[config.mk]
export PLATFORM = sky130hd
export DESIGN_NAME = mem_map
export DESIGN_NICKNAME = d
export VERILOG_FILES = /design/src/rtl/mem_map.sv
export SDC_FILE = /design/constraint.sdc
export NUM_CORES = 1
export LEC_CHECK = 0
export ABC_AREA = 1
export BUFFER_PORTS_ARGS = -buffer_cell sky130_fd_sc_hd__buf_2
export CAP_MARGIN = 20
export CORE_ASPECT_RATIO = 1.75
export CORE_MARGIN = 2
export CORE_UTILIZATION = 50
export CTS_CLUSTER_SIZE = 8
export DETAILED_ROUTE_END_ITERATION = 12
export PLACE_DENSITY = 0.79
export SETUP_SLACK_MARGIN = 0.15
export SLEW_MARGIN = 20
export SYNTH_ARGS = -nofsm -noshare
export SYNTH_HDL_FRONTEND = slang
export SYNTH_SLANG_ARGS = --single-unit
[constraint.sdc]
create_clock -name clk -period 1.9 [get_ports clk]
set_input_delay 0.38 -clock clk [delete_from_list [all_inputs] [get_ports clk]]
set_output_delay 0.38 -clock clk [all_outputs]
set_load 0.005 [all_outputs]
[src/rtl/mem_map.sv]
`default_nettype none
// ============================================================================
// Module      : mem_map
// Description : Address decoder / access arbiter for NUM_REGIONS targets with
//               busy stalling, timeout abort and 1-cycle read response.
// Revision    : 1.0 - initial release
// ============================================================================
module mem_map #(
    parameter int                          NUM_REGIONS  = 3,
    parameter int                          ADDR_W       = 16,
    parameter int                          DATA_W       = 16,
    parameter logic [NUM_REGIONS*ADDR_W-1:0] REGION_BASE = {16'h6000, 16'h4000, 16'h0000},
    parameter logic [NUM_REGIONS*ADDR_W-1:0] REGION_MASK = {16'hFFFF, 16'hE000, 16'hC000},
    parameter logic [DATA_W-1:0]           DEFAULT_DATA = '0,
    parameter int                          MAX_WAIT     = 255
) (
    input  logic                          clk,
    input  logic                          rst_n,
    input  logic                          req,
    input  logic                          load,
    input  logic [ADDR_W-1:0]             address,
    input  logic [DATA_W-1:0]             in,
    output logic                          ready,
    output logic [DATA_W-1:0]             out,
    output logic                          out_valid,
    output logic                          err,
    output logic [NUM_REGIONS-1:0]        tgt_load,
    output logic [ADDR_W-1:0]             tgt_addr,
    output logic [DATA_W-1:0]             tgt_din,
    input  logic [NUM_REGIONS*DATA_W-1:0] tgt_dout,
    input  logic [NUM_REGIONS-1:0]        tgt_busy
);

    localparam int          c_sel_w     = (NUM_REGIONS > 1) ? $clog2(NUM_REGIONS) : 1;
    // Stall cycles (ready low) are counted from the presentation cycle, so the
    // abort lands exactly MAX_WAIT cycles after the request first appeared.
    localparam logic [15:0] c_wait_last = 16'(MAX_WAIT - 1);

    typedef enum logic [1:0] {
        IDLE = 2'd0,
        WAIT = 2'd1,
        RESP = 2'd2
    } state_t;

    state_t               r_state;
    state_t               w_next_state;
    logic                 w_hit;
    logic [c_sel_w-1:0]   w_sel;
    logic                 w_latch;
    logic                 w_wait_inc;
    logic [c_sel_w-1:0]   w_resp_sel;
    logic                 w_resp_dflt;

    logic [ADDR_W-1:0]    r_hold_addr;
    logic [DATA_W-1:0]    r_hold_din;
    logic                 r_hold_load;
    logic [c_sel_w-1:0]   r_hold_sel;
    logic [15:0]          r_wait_cnt;
    logic [c_sel_w-1:0]   r_resp_sel;
    logic                 r_resp_dflt;
    logic [DATA_W-1:0]    r_out_q;

    // Descending scan so the lowest-index hit is the one left standing.
    always_comb begin
        w_hit = 1'b0;
        w_sel = '0;
        for (int i = NUM_REGIONS - 1; i >= 0; i--) begin
            if ((address & REGION_MASK[i*ADDR_W +: ADDR_W]) == REGION_BASE[i*ADDR_W +: ADDR_W]) begin
                w_hit = 1'b1;
                w_sel = c_sel_w'(i);
            end
        end
    end

    always_comb begin
        w_next_state = r_state;
        ready        = 1'b0;
        err          = 1'b0;
        tgt_load     = '0;
        w_latch      = 1'b0;
        w_wait_inc   = 1'b0;
        w_resp_sel   = r_resp_sel;
        w_resp_dflt  = r_resp_dflt;
        tgt_addr     = (r_state == WAIT) ? r_hold_addr : address;
        tgt_din      = (r_state == WAIT) ? r_hold_din  : in;
        if (rst_n) begin
            case (r_state)
                WAIT: begin
                    if (!req) begin
                        w_next_state = IDLE;
                    end else if (!tgt_busy[r_hold_sel]) begin
                        ready                = 1'b1;
                        tgt_load[r_hold_sel] = r_hold_load;
                        w_next_state         = r_hold_load ? IDLE : RESP;
                        w_resp_sel           = r_hold_sel;
                        w_resp_dflt          = 1'b0;
                    end else if (r_wait_cnt == c_wait_last) begin
                        ready        = 1'b1;
                        err          = 1'b1;
                        w_next_state = r_hold_load ? IDLE : RESP;
                        w_resp_dflt  = 1'b1;
                    end else begin
                        w_wait_inc = 1'b1;
                    end
                end
                default: begin
                    w_next_state = IDLE;
                    if (req) begin
                        if (!w_hit) begin
                            ready        = 1'b1;
                            err          = 1'b1;
                            w_next_state = load ? IDLE : RESP;
                            w_resp_dflt  = 1'b1;
                        end else if (!tgt_busy[w_sel]) begin
                            ready           = 1'b1;
                            tgt_load[w_sel] = load;
                            w_next_state    = load ? IDLE : RESP;
                            w_resp_sel      = w_sel;
                            w_resp_dflt     = 1'b0;
                        end else begin
                            w_latch      = 1'b1;
                            w_next_state = WAIT;
                        end
                    end
                end
            endcase
        end
    end

    always_ff @(posedge clk or negedge rst_n) begin
        if (!rst_n) begin
            r_state     <= IDLE;
            r_hold_addr <= '0;
            r_hold_din  <= '0;
            r_hold_load <= 1'b0;
            r_hold_sel  <= '0;
            r_wait_cnt  <= '0;
            r_resp_sel  <= '0;
            r_resp_dflt <= 1'b0;
            r_out_q     <= DEFAULT_DATA;
        end else begin
            r_state     <= w_next_state;
            r_resp_sel  <= w_resp_sel;
            r_resp_dflt <= w_resp_dflt;
            if (w_latch) begin
                r_hold_addr <= address;
                r_hold_din  <= in;
                r_hold_load <= load;
                r_hold_sel  <= w_sel;
                r_wait_cnt  <= '0;
            end else if (w_wait_inc) begin
                r_wait_cnt <= r_wait_cnt + 16'd1;
            end
            if (out_valid) begin
                r_out_q <= out;
            end
        end
    end

    // Target read data is only valid in the response cycle, so the result is
    // muxed live there and captured for the hold-last-value behaviour.
    assign out_valid = (r_state == RESP);
    assign out       = !out_valid  ? r_out_q :
                       r_resp_dflt ? DEFAULT_DATA :
                                     tgt_dout[r_resp_sel*DATA_W +: DATA_W];

endmodule
`default_nettype wire

# [Word-level counts from Yosys, hierarchy flattened]
# Index checks and enable logic that the tools add are counted.
[op_classes] n_div=0 bitwise=2 add_sub_neg=1 mul=0 reduce_logical=8 muxes=73 eq_ne=10 order_cmp=4 shifts=1
[ops] op="$mux 16" count=6
[ops] op="$shiftx 48x7->16" count=1
[ops] op="$mux 1" count=38
[ops] op="$mux 2" count=18
[ops] op="$mux 3" count=7
[ops] op="$add 16x1->16 const B" count=1
[ops] op="$eq 16x15->1 const B" count=1
[ops] op="$eq 16x8->1 const B" count=1
[ops] op="$logic_not 16->1" count=1
[ops] op="$and 3x3->3" count=2
[ops] op="$lt 2x3->1 const B" count=2
[ops] op="$reduce_and 5->1" count=1
[ops] op="$bmux 1 s2" count=2
[ops] op="$demux 1 s2" count=2
[ops] op="$ge 2x1->1 const B" count=2
[ops] op="$ne 2x2->1 const B" count=2
[ops] op="$ne 4x3->1 const B" count=1
[ops] op="$reduce_and 4->1" count=1
[ops] op="$reduce_bool 2->1" count=2
[ops] op="$eq 3x2->1 const B" count=1
[ops] op="$ne 3x2->1 const B" count=1
[ops] op="$ne 3x3->1 const B" count=1
[ops] op="$eq 2x1->1 const B" count=1
[ops] op="$eq 2x2->1 const B" count=1
[ops] op="other kinds (2)" count=3
[totals] ram_bits=0 romBits=0 in_bits=87 ff_bits=72 mem_count=0 latchBits=0 word_cells=108

# [Longest topological paths before layout]
[depth] ltp_word=14 depth_mapped=12 depth_no_buf=12

# [Worst setup path before layout]
# Ideal clock, no wire load.
[synth_path] kind="register to output" startpoint="register r_resp_sel[0]" endpoint="output out[10]" arrival_time_ps=1389 t_required_ps=1520 path_stages_with_launch=6 slack_ps=131 cell_sequence="dfrtp_1 clkbuf_1 nor2_1 clkbuf_1 a2bb2oi_1 o21ai_0"
[synth_between] elab_chain_cells=3
[synth_lines] item="start, declared" line_no="59" text="logic [c_sel_w-1:0] r_resp_sel;"
[synth_lines] item="start signal, assigned" line_no="143" text="r_resp_sel <= w_resp_sel;"
[synth_lines] item="$shiftx 48x7->16" line_no="165" text="tgt_dout[r_resp_sel*DATA_W +: DATA_W];"
[synth_lines] item="$mux 16" line_no="164" text="r_resp_dflt ? DEFAULT_DATA :"
[synth_lines] item="$mux 16" line_no="163" text="assign out = !out_valid ? r_out_q :"
[synth_lines] item="end, declared" line_no="24" text="output logic [DATA_W-1:0] out,"
# Every way passes these cells.

# [Worst setup path in the final report]
[layout_path] startpoint="register r_wait_cnt[2]" endpoint="register r_wait_cnt[9]"
[layout_between] elab_chain_cells=7
[layout_lines] item="start, declared" line_no="58" text="logic [15:0] r_wait_cnt;"
[layout_lines] item="start signal, assigned" line_no="152" text="r_wait_cnt <= r_wait_cnt + 16'd1;"
[layout_lines] item="$eq 16x8->1" line_no="97" text="end else if (r_wait_cnt == c_wait_last) begin"
[layout_lines] item="$mux 1" line_no="97"
[layout_lines] item="$mux 1" line_no="91" text="end else if (!tgt_busy[r_hold_sel]) begin"
[layout_lines] item="$mux 1" line_no="89" text="if (!req) begin"
[layout_lines] item="$mux 1" line_no="87" text="case (r_state)"
[layout_lines] item="$mux 1" line_no="86" text="if (rst_n) begin"
[layout_lines] item="$reduce_bool 2->1 (no line)"
# Parallel ways exist; a longest one is shown, timed or not. The select of a mux whose other input is x is not followed.
# A chain may end at the register's enable or synchronous reset.

==> metrics <==
Top Metal Used=met5; first-pass GRT wire length=24.0 mm; Buf/Inv on CP=0; reg2reg setup slack=-370 ps; crit end category=flop; die height=127 microns; sequential fraction of the synthesis area=41.6%; Core Region=0.00837 sq mm; Iteration-0 DRC Markers=1,138; cells along the critical path=nand2_1, nor2_1, nand2_1, nor3_1, nand4_1, nand2_1, nor2_1; Crit path max-delay family=simple AND/OR/NAND/NOR gates; CTS root buffer=clkbuf_16; Tmin final=2270 ps; largest net degree at the start of global routing=73; setup ws final=-375 ps; critical path's largest stage delay=520 ps; Syn Nets=701; row count=44; total gr overflow=0; Post-DP Area=0.00529 sq mm; CTS Buf Count=9; Slew HR=37.3%; met3 routed WL=2.99 mm; Slew Limit Fails=0; DIE AREA=0.00945 sq mm; CTS tree=done; drc violations=0; Most common cell on crit path=nand2_1; vias in the first global route=5,261; PD cells=827 mW/mm^2; Hold WC Path Type=primary input to async pin; unrepaired setup endpoints after global routing=yes; Setup crit start kind=flop; Setup violations, final=72; Clock transition at path regs=70 ps; vias per cell=6.80; cell area after layout=0.00761 sq mm; Synth Warn #=0; Cells after Synth=612; clock sink count=72; CTS H-tree depth=3; WL/cell=26.4 microns; Max FO, Critical Path=5; flops & latches, synth=72; Initial Util=51.7%; WP data required=2130 ps; Worst Skew=12.7 ps; Worst EP arrival=2500 ps; Tcrit/Tclk final=120%; Leak=3.95 nW; share of cells above drive strength 1=53.0%; DP HPWL=8.31 mm; CP max stage cell=dfrtp_1; chip width=74.3 microns; CTS Buffer Depth=2; Area Overhead vs Synth=75.8%; Synth Area per Inst=7.07 sq um; Vias=6,470; Antenna Violating Nets Remaining=0; port bufs=140; WL met2=11.7 mm; Post-CTS Hold Buffers=0; Unique masters post-synth=30; total of max-cap violations=0; Setup Crit Path Kind=flop to flop; Top Ports=141; Met1 Wirelength=7.40 mm; Fin Setup TNS=-13,870 ps; # nets final=920; failing checks=negative setup slack; Peak VDD IR=0.698 mV; DRT Pass-1 Iters=8; clock latency on the worst-skew pair=360 ps; synthesized cell area=0.00433 sq mm; Total Routing Usage GR=32.5%; Hold Fails Final Rpt=0; initial antenna violation count=1; Ant. Diodes=0; Worst Tran Pin Value=940 ps; Post-Route WL=25.1 mm; Fmax achieved=0.440 GHz; routability cong.=0.957; status=complete, but fails checks
[cell usage after synthesis (all sizes together)]
cell / count / share of area [%]
a21oi: 3 / 0.61
inv: 71 / 6.2
dfrtp: 72 / 42
nor3: 7 / 0.81
nand2: 152 / 13
clkinv: 2 / 0.20
buf: 11 / 1.9
o21ai: 136 / 16
a2bb2oi: 16 / 3.2
nor2: 62 / 5.8
o211ai: 2 / 0.35
nand3: 38 / 4.7
nand3b: 2 / 0.35
o21a: 1 / 0.17
nand4: 9 / 1.3
xnor2: 1 / 0.20
xor2: 6 / 1.2
ha: 2 / 0.58
clkbuf: 19 / 1.6
[kinds of logic (layout without fill, tap and decap cells)]
logic type	Yosys count	after routing	share of synthesized area [%]
simple gates	270	270	26.3
compound gates	158	158	20.2
buf+inv	103	327	9.88
flops	72	72	41.6
xor+xnor	7	7	1.42
fa+ha+maj	2	2	0.578
[state kept, by name, summed over array words and instances, names as in the netlist]
signal	flops
r_hold_addr	16
r_hold_din	16
r_out_q	16
r_wait_cnt	16
r_hold_sel	2
r_resp_sel	2
r_state	2
r_hold_load	1
r_resp_dflt	1
[worst paths after layout]
kind / startpoint / endpoint / depth (start not counted)
setup / recovery: r_wait_cnt[2] / r_wait_cnt[9] / 7
hold / removal: rst_n / r_out_q[6] / 2
setup reg to reg: r_wait_cnt[2] / r_wait_cnt[9] / 7
hold reg to reg: r_resp_dflt / r_resp_dflt / 2
max in group asynchronous: rst_n / r_hold_sel[1] / 2
min in group clk: in[6] / r_hold_din[6] / 3
[where the power goes]
| part | internal, mW | switching (mW) |
|---|---|---|
| Combinational | 0.979 | 1.30 |
| Clock | 1.03 | 0.816 |
| Sequential | 1.84 | 0.332 |
[layer usage]
metal / vias up / GRT usage [%]
li1: 2446 / -
met1: 2950 / 35.9
met2: 732 / 57.4
met3: 338 / 6.47
met4: 4 / 16.2
met5: - / 0
[per-stage QoR]
| step | cells | worst slack (ps) | hold slack [ps] | total power [mW] | utilization, % |
|---|---|---|---|---|---|
| after floorplan | 612 | 195 | 84.4 | 2.61 | - |
| after global placement | 867 | -10.2 | 455 | 3.06 | 63.2 |
| after detailed placement | 867 | -21.7 | 459 | 3.12 | 63.2 |
| after CTS | 914 | -194 | 300 | 5.27 | 79.0 |
| after global routing | 951 | -594 | 328 | 6.47 | 91.0 |
| final | 951 | -375 | 311 | 6.29 | 91.0 |
[layout by cell type, fill, tap and decap left out, types with 2 or more instances in the layout]
cell        instances
nor3_1              4
nand3b_1            2
o21ai_2            48
clkbuf_16          15
a21oi_2             2
nor2_4             27
nand3_1            23
o21ai_4             3
o211ai_1            2
nand2_1           106
nor2_1             25
buf_16             10
o21ai_0            55
inv_6               2
buf_12             12
xor2_1              6
nor2_2             10
buf_6              13
dfrtp_2             3
inv_4               2
inv_1              58
nor3_2              3
buf_8               5
nand4_1             9
nand2_2            18
a2bb2oi_4           5
nand3_4             4
o21ai_1            30
a2bb2oi_2          11
dfrtp_1            69
nand2_4            27
inv_2              10
buf_2             138
nand3_2            11
buf_4              53
clkinvlp_4          4
[area by class of cell]
class                   instances  area, sq um
clock buffers                   9          225
clock inverters                 7         78.8
fillers                       308          756
inverters                      73          295
multi-input cells             437         3060
flip-flops and latches         72         1810
well taps                     115          144
repair buffers                237         1980
repair inverters                1         30.0
[repair_timing]
item | in CTS | in global routing
hold endpoints to repair | 0 | 0
pin swaps | 21 | 31
endpoints found under the setup margin | 64 | 82
gates resized for setup | 232 | 137
setup buffers | 19 | 31
cloned | 12 | 6
(Power assumes the default switching activity.)
